## src/rtl/mct_cascade_engine_if.sv

```systemverilog
// Handshake and configuration bundle for the MCT cascade engine.
// The master side (the register file / test source) loads gates and launches
// jobs; the slave side is the engine itself.
interface mct_cascade_engine_if #(
   parameter int WIDTH = 5,
   parameter int DEPTH = 8
);
   localparam int AW = $clog2(DEPTH);

   logic             cfg_we;
   logic [AW-1:0]    cfg_addr;
   logic [WIDTH-1:0] cfg_ctrl;
   logic [WIDTH-1:0] cfg_tgt;
   logic             cfg_err;

   logic             in_valid;
   logic             in_ready;
   logic [WIDTH-1:0] in_data;
   logic [AW:0]      in_len;
   logic             in_dir;

   logic             out_valid;
   logic             out_ready;
   logic [WIDTH-1:0] out_data;
   logic             busy;

   modport master (
      output cfg_we, cfg_addr, cfg_ctrl, cfg_tgt,
      output in_valid, in_data, in_len, in_dir, out_ready,
      input  cfg_err, in_ready, out_valid, out_data, busy
   );

   modport slave (
      input  cfg_we, cfg_addr, cfg_ctrl, cfg_tgt,
      input  in_valid, in_data, in_len, in_dir, out_ready,
      output cfg_err, in_ready, out_valid, out_data, busy
   );
endinterface

```

## src/rtl/mct_cascade_engine.sv

```systemverilog
// Sequential multiple-control Toffoli cascade processor.
// Holds a program of DEPTH reversible gates and applies the first len of them
// to a word, one gate per cycle, forward (slot 0 up) or reverse (slot len-1
// down). Because every MCT gate is self-inverse, a reverse run undoes a
// forward run of the same length.
module mct_cascade_engine #(
   parameter int WIDTH = 5,
   parameter int DEPTH = 8
) (
   input logic                  clk,
   input logic                  rst_n,
   mct_cascade_engine_if.slave  bus
);

   localparam int AW = $clog2(DEPTH);
   localparam logic [AW:0] DEPTH_W = (AW+1)'(DEPTH);
   localparam logic [AW:0] CNT_ONE = (AW+1)'(1);

   typedef enum logic [1:0] {
      IDLE,
      RUN,
      DONE
   } state_e;

   state_e           fsm_q;
   logic [WIDTH-1:0] ctrl_q [DEPTH];
   logic [WIDTH-1:0] tgt_q  [DEPTH];
   logic [WIDTH-1:0] word_q;
   logic [WIDTH-1:0] word_d;
   logic [WIDTH-1:0] outData_q;
   logic [AW-1:0]    ptr_q;
   logic [AW:0]      cnt_q;
   logic             dir_q;
   logic             inReady_q;
   logic             outValid_q;
   logic             busy_q;
   logic             cfgErr_q;

   logic             cfgLegal;
   logic [AW:0]      lenClamp;
   logic [AW-1:0]    ptrStart;
   logic [WIDTH-1:0] gateCtrl;
   logic [WIDTH-1:0] gateTgt;

   // Decode write legality, clamp the job length, and evaluate the current gate
   always_comb begin
      cfgLegal = ((bus.cfg_ctrl & bus.cfg_tgt) == '0)
                 && ({1'b0, bus.cfg_addr} < DEPTH_W)
                 && (fsm_q == IDLE);
      lenClamp = (bus.in_len > DEPTH_W) ? DEPTH_W : bus.in_len;
      ptrStart = AW'(lenClamp - CNT_ONE);
      gateCtrl = ctrl_q[ptr_q];
      gateTgt  = tgt_q[ptr_q];
      word_d   = ((word_q & gateCtrl) == gateCtrl) ? (word_q ^ gateTgt) : word_q;
   end

   // Gate program store: accepts only reversible gates while idle, flags rejects
   always_ff @(posedge clk or negedge rst_n) begin
      if (!rst_n) begin
         for (int i = 0; i < DEPTH; i++) begin
            ctrl_q[i] <= '0;
            tgt_q[i]  <= '0;
         end
         cfgErr_q <= 1'b0;
      end else begin
         cfgErr_q <= bus.cfg_we && !cfgLegal;
         if (bus.cfg_we && cfgLegal) begin
            ctrl_q[bus.cfg_addr] <= bus.cfg_ctrl;
            tgt_q[bus.cfg_addr]  <= bus.cfg_tgt;
         end
      end
   end

   // Job sequencer: launch, step one gate per cycle, hold the result until taken
   always_ff @(posedge clk or negedge rst_n) begin
      if (!rst_n) begin
         fsm_q      <= IDLE;
         word_q     <= '0;
         ptr_q      <= '0;
         cnt_q      <= '0;
         dir_q      <= 1'b0;
         inReady_q  <= 1'b1;
         outValid_q <= 1'b0;
         outData_q  <= '0;
         busy_q     <= 1'b0;
      end else begin
         case (fsm_q)
            IDLE: begin
               if (bus.in_valid && inReady_q) begin
                  word_q    <= bus.in_data;
                  dir_q     <= bus.in_dir;
                  cnt_q     <= lenClamp;
                  ptr_q     <= bus.in_dir ? ptrStart : '0;
                  inReady_q <= 1'b0;
                  busy_q    <= 1'b1;
                  if (lenClamp != '0) begin
                     fsm_q <= RUN;
                  end else begin
                     fsm_q      <= DONE;
                     outValid_q <= 1'b1;
                     outData_q  <= bus.in_data;
                  end
               end
            end
            RUN: begin
               word_q <= word_d;
               cnt_q  <= cnt_q - CNT_ONE;
               if (cnt_q == CNT_ONE) begin
                  fsm_q      <= DONE;
                  outValid_q <= 1'b1;
                  outData_q  <= word_d;
               end else begin
                  ptr_q <= dir_q ? (ptr_q - 1'b1) : (ptr_q + 1'b1);
               end
            end
            DONE: begin
               if (bus.out_ready) begin
                  fsm_q      <= IDLE;
                  outValid_q <= 1'b0;
                  inReady_q  <= 1'b1;
                  busy_q     <= 1'b0;
               end
            end
            default: begin
               fsm_q <= IDLE;
            end
         endcase
      end
   end

   assign bus.cfg_err   = cfgErr_q;
   assign bus.in_ready  = inReady_q;
   assign bus.out_valid = outValid_q;
   assign bus.out_data  = outData_q;
   assign bus.busy      = busy_q;

endmodule
```

## src/flat_wrapper.sv

```systemverilog
// flat-port wrapper written by rule: the top's interface ports become plain ports
module mct_cascade_engine_flat 
#(
   parameter int WIDTH = 5,
   parameter int DEPTH = 8
)
  (clk, rst_n, bus_cfg_we, bus_cfg_addr, bus_cfg_ctrl, bus_cfg_tgt, bus_in_valid, bus_in_data, bus_in_len, bus_in_dir, bus_out_ready, bus_cfg_err, bus_in_ready, bus_out_valid, bus_out_data, bus_busy);
  mct_cascade_engine_if #(.WIDTH(WIDTH), .DEPTH(DEPTH)) bus_i ();
  input logic clk;
  input logic rst_n;
  input wire logic [$bits(bus_i.cfg_we)-1:0] bus_cfg_we;
  input wire logic [$bits(bus_i.cfg_addr)-1:0] bus_cfg_addr;
  input wire logic [$bits(bus_i.cfg_ctrl)-1:0] bus_cfg_ctrl;
  input wire logic [$bits(bus_i.cfg_tgt)-1:0] bus_cfg_tgt;
  input wire logic [$bits(bus_i.in_valid)-1:0] bus_in_valid;
  input wire logic [$bits(bus_i.in_data)-1:0] bus_in_data;
  input wire logic [$bits(bus_i.in_len)-1:0] bus_in_len;
  input wire logic [$bits(bus_i.in_dir)-1:0] bus_in_dir;
  input wire logic [$bits(bus_i.out_ready)-1:0] bus_out_ready;
  output wire logic [$bits(bus_i.cfg_err)-1:0] bus_cfg_err;
  output wire logic [$bits(bus_i.in_ready)-1:0] bus_in_ready;
  output wire logic [$bits(bus_i.out_valid)-1:0] bus_out_valid;
  output wire logic [$bits(bus_i.out_data)-1:0] bus_out_data;
  output wire logic [$bits(bus_i.busy)-1:0] bus_busy;
  assign bus_i.cfg_we = bus_cfg_we;
  assign bus_i.cfg_addr = bus_cfg_addr;
  assign bus_i.cfg_ctrl = bus_cfg_ctrl;
  assign bus_i.cfg_tgt = bus_cfg_tgt;
  assign bus_i.in_valid = bus_in_valid;
  assign bus_i.in_data = bus_in_data;
  assign bus_i.in_len = bus_in_len;
  assign bus_i.in_dir = bus_in_dir;
  assign bus_i.out_ready = bus_out_ready;
  assign bus_cfg_err = bus_i.cfg_err;
  assign bus_in_ready = bus_i.in_ready;
  assign bus_out_valid = bus_i.out_valid;
  assign bus_out_data = bus_i.out_data;
  assign bus_busy = bus_i.busy;
  mct_cascade_engine #(.WIDTH(WIDTH), .DEPTH(DEPTH)) u_core (.clk(clk), .rst_n(rst_n), .bus(bus_i));
endmodule
```

## config.mk

```make
export PLATFORM = sky130hd
export DESIGN_NAME = mct_cascade_engine_flat
export DESIGN_NICKNAME = d
export VERILOG_FILES = /design/src/rtl/mct_cascade_engine_if.sv /design/src/rtl/mct_cascade_engine.sv /design/src/flat_wrapper.sv
export SDC_FILE = /design/constraint.sdc
export NUM_CORES = 1
export LEC_CHECK = 0
export ABC_AREA = 1
export CAP_MARGIN = 20
export CORE_ASPECT_RATIO = 1.25
export CORE_MARGIN = 5
export CORE_UTILIZATION = 30
export DETAILED_ROUTE_END_ITERATION = 10
export GPL_ROUTABILITY_DRIVEN = 0
export HOLD_SLACK_MARGIN = 0.06
export PLACE_DENSITY = 0.46
export SKIP_CTS_REPAIR_TIMING = 1
export SYNTH_ARGS = -nofsm -noshare
export SYNTH_HDL_FRONTEND = slang
export SYNTH_SLANG_ARGS = --single-unit
```

## constraint.sdc

```tcl
create_clock -name clk -period 1.8 [get_ports clk]
set_input_delay 0.36 -clock clk [delete_from_list [all_inputs] [get_ports clk]]
set_output_delay 0.36 -clock clk [all_outputs]
set_load 0.005 [all_outputs]
```

Word-level counts from Yosys, hierarchy flattened
Cells that the tools add are included.

Bits in writable memories: 0. Bits in latches: 0. Memories: 0. Flip-flop bits (word level): 104. ROM bits: 0. Word-level logic and storage cells: 107.

Shift operators: 0. Multipliers: 0. Add/subtract/negate cells: 4. Multiplexer cells: 40. Eq/ne operators: 9. Magnitude comparators: 4. Reduce and logical (&&, ||, !) cells: 19. Bitwise gates (word level): 5. Divide/modulo/power cells: 0.

Operators with widths (count): $bwmux W40 (2); $mux W5 (10); $bmux W5 S3 (2); $pmux W5 S2 (2); $demux W5 S3 (1); $mux W3 (4); $and A5 B5 Y5 (2); $reduce_and A3 Y1 (3); $ge A4 B4 Y1 const B (2); $mux W2 (4); $mux W4 (2); $ne A2 B2 Y1 const B (4); $not A3 Y4 (2); $pmux W4 S2 (1); $mux W1 (7); $pmux W2 S3 (1); $pmux W3 S2 (1); $sub A3 B1 Y3 const B (2); $eq A5 B5 Y1 (1); $logic_and A1 B1 Y1 (5); $logic_not A5 Y1 (1); $reduce_and A5 Y1 (1); $xor A5 B5 Y5 (1); $eq A4 B1 Y1 const B (1); 16 further kinds (19).

Depth between registers and ports, before layout
Word-level depth: 9. Mapped depth: 15. Mapped depth without buffers: 13.

Worst setup path after synthesis
OpenSTA, ideal clock, no wires.

Kind: reg-to-reg. Start point: register u_core.ptr_q[0]. End point: register u_core.ptr_q[2]. Slack: 231 ps. Period minus slack after synthesis: 1569 ps. Path buffers: 2. Cell stages (with the launch flop): 8. Data required time: 1671 ps. Arrival time: 1440 ps. Path through: dfrtp_1 -> buf_6 -> inv_4 -> buf_2 -> fa_1 -> or2_2 -> nand3_1 -> a31oi_1.

Longest elaborated chain between the ends: 4. Elaborated cells on any way between the ends: 5. Classes of those cells: add/sub (2); mux (3).

RTL lines: start: declaration (line mct_cascade_engine.sv:31) `logic [AW-1:0] ptr_q;`; start signal: assignment (line mct_cascade_engine.sv:93) `ptr_q <= bus.in_dir ? ptrStart : '0;`; start signal: assignment (line mct_cascade_engine.sv:113) `ptr_q <= dir_q ? (ptr_q - 1'b1) : (ptr_q + 1'b1);`; $add A3 B1 Y3 or $sub A3 B1 Y3 (tied branches) (line mct_cascade_engine.sv:113); $mux W3 (*) (line mct_cascade_engine.sv:113); $mux W3 (*) (line mct_cascade_engine.sv:108) `if (cnt_q == CNT_ONE) begin`; $pmux W3 S2 (*) (line mct_cascade_engine.sv:87) `case (fsm_q)`.

Every way passes the cells marked *; elsewhere a longest branch is shown, timed or not. The select of a mux whose other input is x is not followed. A chain may end at the register's enable or synchronous reset.

Final worst setup path
Start point: register u_core.ptr_q[0]. End point: register u_core.word_q[0].

Longest elaborated chain between the ends: 8. Elaborated cells on any way between the ends: 12. Classes of those cells: eq/ne (1); mux (8); bitwise (3).

RTL lines: $not A3 Y4 (implied by the code) (*) (line mct_cascade_engine.sv:52, mct_cascade_engine.sv:53); $bmux W5 S3 (line mct_cascade_engine.sv:52) `gateCtrl = ctrl_q[ptr_q];`; $mux W5 (implied by the code) (2 in series) (line mct_cascade_engine.sv:52); $and A5 B5 Y5 (line mct_cascade_engine.sv:54) `word_d = ((word_q & gateCtrl) == gateCtrl) ? (word_q ^ gateTgt) : word_q;`; $eq A5 B5 Y1 (line mct_cascade_engine.sv:54); $mux W5 (*) (line mct_cascade_engine.sv:54); $pmux W5 S2 (*) (line mct_cascade_engine.sv:87); end signal: assignment (line mct_cascade_engine.sv:90) `word_q <= bus.in_data;`; end signal: assignment (line mct_cascade_engine.sv:106) `word_q <= word_d;`; end: declaration (line mct_cascade_engine.sv:28) `logic [WIDTH-1:0] word_q;`.

Marks and branches as above.

==> summary.txt <==
Logic synthesis
  – Gate Count Post-Synth: 663
  – Seq/Total Area, Yosys: 50.5%
  – Syn_nets: 696
  – Mapped cell area: 5150 sq um
  – Synth Area in Adders: 1.36%
  – Synth Area in Compound Gates: 12.6%
  – XOR/XNOR Fraction of Synth Area: 0.340%
  – Top cell type's share of synthesized area: 50.0%
  – Main combinational cell family by area after synthesis: simple AND/OR/NAND/NOR gates
  – Synth unique cells: 34
  – Synthesized area per cell: 7.77 sq um
  – Synthesized flop and latch total: 104
  – Largest cells by area after synthesis: dfrtp_1 (50%), nand2_1 (17%), o21ai_1 (8.1%)
  – Biggest area consumer among synthesized cells: dfrtp_1
  – Simple logic cell fraction of the synthesized area: 27.6%
  – Syn. warnings: 0
  – Multiplexer share of the synthesized area: 0%

Timing
  – # setup viols final: 0
  – Final hold viol count: 0
  – FMAX: 563 MHz
  – Final slew viol count: 0
  – Final period util: 98.7%
  – Setup slack after layout: 23.8 ps
  – Layout Skew: 8.93 ps
  – RSZ-0062 raised after global routing: yes
  – Least-Margin Pin Slew: 460 ps
  – Period minus WS final: 1780 ps
  – Headroom to the max-slew limit: 69.3%

Floorplan
  – Die footprint: 19900 sq um
  – Core ar.: 16800 sq um
  – Ports: 37
  – Starting Density: 30.6%
  – Die width: 127 um
  – Die Ht: 157 um
  – # rows: 53

Routing
  – DRT Pass-1 Iters: 5
  – First DRT Iteration DRCs: 278
  – Drt wl/cell: 15.8 um
  – Drt via density: 4.76
  – DRC violations left: 0
  – Final WL: 15.3 mm
  – DR vias: 4592
  – ANT nets after route: 0

Setup path
  – Crit-path max FO: 14
  – CP startpoint: u_core.ptr_q[0]$_DFFE_PN0P_
  – Element type at the critical path start: flip-flop
  – Data required, critical path: 2060 ps
  – R2r endpoint: u_core.word_q[0]$_DFFE_PN0P_
  – Reg-to-reg critical path startpoint: u_core.ptr_q[0]$_DFFE_PN0P_
  – Critical path capture point type: flip-flop
  – Reg-to-reg slack, setup: 20 ps
  – R2R cell count: 13
  – Arrival time at the worst endpoint: 2030 ps
  – Kind of critical path: flip-flop to flip-flop

Min path
  – Worst hold start: bus_cfg_tgt[2]
  – Hold path endpoint: u_core.tgt_q[37]$_DFFE_PN0P_
  – Hold WC Path Type: input port to flip-flop
  – WHS Path Cells: 4

GRT
  – Global route hottest layer: met2
  – GRT met2 Usage: 26.7%
  – Initial antenna violation count: 0
  – GRT Residual Overflow: 0
  – GR Util met3: 3.11%
  – Global-route wire length before repair: 24.1 mm
  – Largest net degree at the start of global routing: 30
  – Vias in the first global route: 4470
  – GR met1 Demand/Resource: 19.7%
  – All-Layer GR Usage: 15.5%

Finish
  – Area Growth Syn to Fin: 29.7%
  – Antenna diodes: 0
  – Fill count: 1775
  – Nets: 773
  – Fin cells: 965
  – Share of layout cells above drive strength 1: 17.0%

CTS
  – Clk_lat worst skew: 360 ps
  – Htree depth: 3
  – Num Clock Sinks: 104
  – Clock Path Buffers: 2
  – Clock-pin slew on the worst setup and hold paths: 80 ps
  – Root Buffer: clkbuf_16
  – CTS tree: done
  – Clock buffers created by TritonCTS: 9

Power and ir drop
  – LEAKAGE: 3.20 nW
  – Flop pwr share: 33.9%
  – PD cells: 1500 nW/um^2
  – Clock share of power: 20.9%
  – Logic pwr share: 45.2%
  – Internal Power: 6.04 mW
  – Peak VDD IR: 550 uV
  – Switch share: 40.0%
  – Switch Pwr: 4.02 mW

Placed design
  – Placed cells: 940
  – Port Buf Inserts: 36
  – DP Wirelength: 10.8 mm
  – Post-place setup slack: -496 ps

Outcome
  – Status: complete, no violations

Job
  – Max-cap viol count: 0
==> synthesized netlist by cell type <==
cell type	number
xor2_1	1
xnor2_1	1
nand3_2	5
dfstp_2	1
buf_4	2
clkbuf_1	6
or2_2	3
nor2_1	40
nor3_1	1
nand2_1	230
buf_2	19
nand4_1	2
o21ai_0	19
o21bai_1	3
ha_1	4
a31oi_1	1
nor2_4	1
nor3_2	1
dfrtp_1	103
clkinv_1	1
inv_2	14
a21oi_1	2
inv_4	1
o221ai_1	3
o21ai_1	83
nand3_1	56
buf_6	4
nand2_2	1
nor2_2	2
o211ai_1	2
fa_1	1
inv_1	41
o22ai_1	8
o21a_1	1
==> metal layers <==
metal	vias up	part of all wire, %
met5	-	0
met4	0	1.6
met3	17	3.5
met2	73	52
met1	2205	43
li1	2297	-
==> worst max-delay path, stage by stage (launching register included) <==
cell     delay, ps
dfrtp_2        480
inv_4          120
buf_12         140
nand2_1         50
nand3_1         80
nand3_2         90
nand3_2        140
nand2_2         80
nor2_4         130
nand3_1         90
nand3_1         90
nand2_1         70
nand2_1         60
nand2_1         50
==> sequential cells by signal, summed over array words and instances (netlist names) <==
register / flops
u_core.tgt_q: 40
u_core.fsm_q: 2
u_core.bus.out_data: 5
u_core.word_q: 5
u_core.bus.cfg_err: 1
u_core.cnt_q: 4
u_core.bus.out_valid: 1
u_core.bus.in_ready: 1
u_core.dir_q: 1
u_core.ctrl_q: 40
u_core.bus.busy: 1
u_core.ptr_q: 3
==> cells in the final DEF, fill, tap and decap left out, types with 2 or more instances in the layout <==
cell type	n
nand4_1	2
inv_2	15
clkinv_4	2
inv_1	39
nand2_1	225
o21ai_0	18
nor2_4	2
dfrtp_1	102
nor2_1	39
a21oi_1	2
o221ai_1	3
buf_6	4
nand3_1	45
buf_8	2
o22ai_1	7
nand2_2	5
o21ai_1	84
o21bai_1	3
clkbuf_16	11
buf_12	10
clkdlybuf4s50_1	34
ha_1	4
buf_4	43
or2_2	3
inv_4	2
nor2_2	2
o211ai_1	2
nand3_4	2
inv_6	3
nand3_2	14
==> cell families after synthesis <==
kind of cell | count (synthesis)
AOI/OAI and AO/OA | 122
and+or+nand+nor | 342
xor gates and xnor gates | 2
buffers and inverters | 88
adders and majority gates | 5
DFF | 104
==> cell type report <==
cell class | instances | area, sq um | share of cell area, %
flip-flops and latches | 104 | 2610 | 39.0
multi-input cells | 471 | 2260 | 33.9
well taps | 220 | 275 | 4.12
inverters | 57 | 219 | 3.28
clock inverters | 7 | 85.1 | 1.27
repair buffers | 97 | 1010 | 15.1
clock buffers | 9 | 225 | 3.37
==> power groups by stage <==
stage	registers (mW)	clock network (mW)	logic (mW)
2_1_floorplan	3.33	0	2.78
3_3_place_gp	3.43	0	4.29
3_5_place_dp	3.44	0	4.34
4_1_cts	3.40	2.15	4.36
5_1_grt	3.48	2.27	5.14
6_report	3.40	2.10	4.55
==> how the worst max path moves through the flow <==
stage               slack [ps]                             to  cells past startpoint
finish                      20   u_core.word_q[0]$_DFFE_PN0P_                     13
detailed placement        -500  u_core.ctrl_q[36]$_DFFE_PN0P_                     11
CTS                       -110  u_core.ctrl_q[36]$_DFFE_PN0P_                     11
global route              -140   u_core.word_q[1]$_DFFE_PN0P_                     11
global placement          -490   u_core.tgt_q[37]$_DFFE_PN0P_                     11
floorplan                  230    u_core.ptr_q[2]$_DFFE_PN0P_                      7
==> through the flow <==
step           area (sq um)  total power [mW]  TNS [ps]  hold slack [ps]  utilization [%]
2_1_floorplan          5150              6.11         0             64.4                -
3_3_place_gp           6120              7.71    -33550              346             36.4
3_5_place_dp           6120              7.78    -32640              348             36.4
4_1_cts                6430              9.92     -2340            -43.5             38.2
5_1_grt                6690              10.9     -1070              462             39.7
6_report               6690              10.1         0              437             39.7
(Power assumes the default switching activity.)
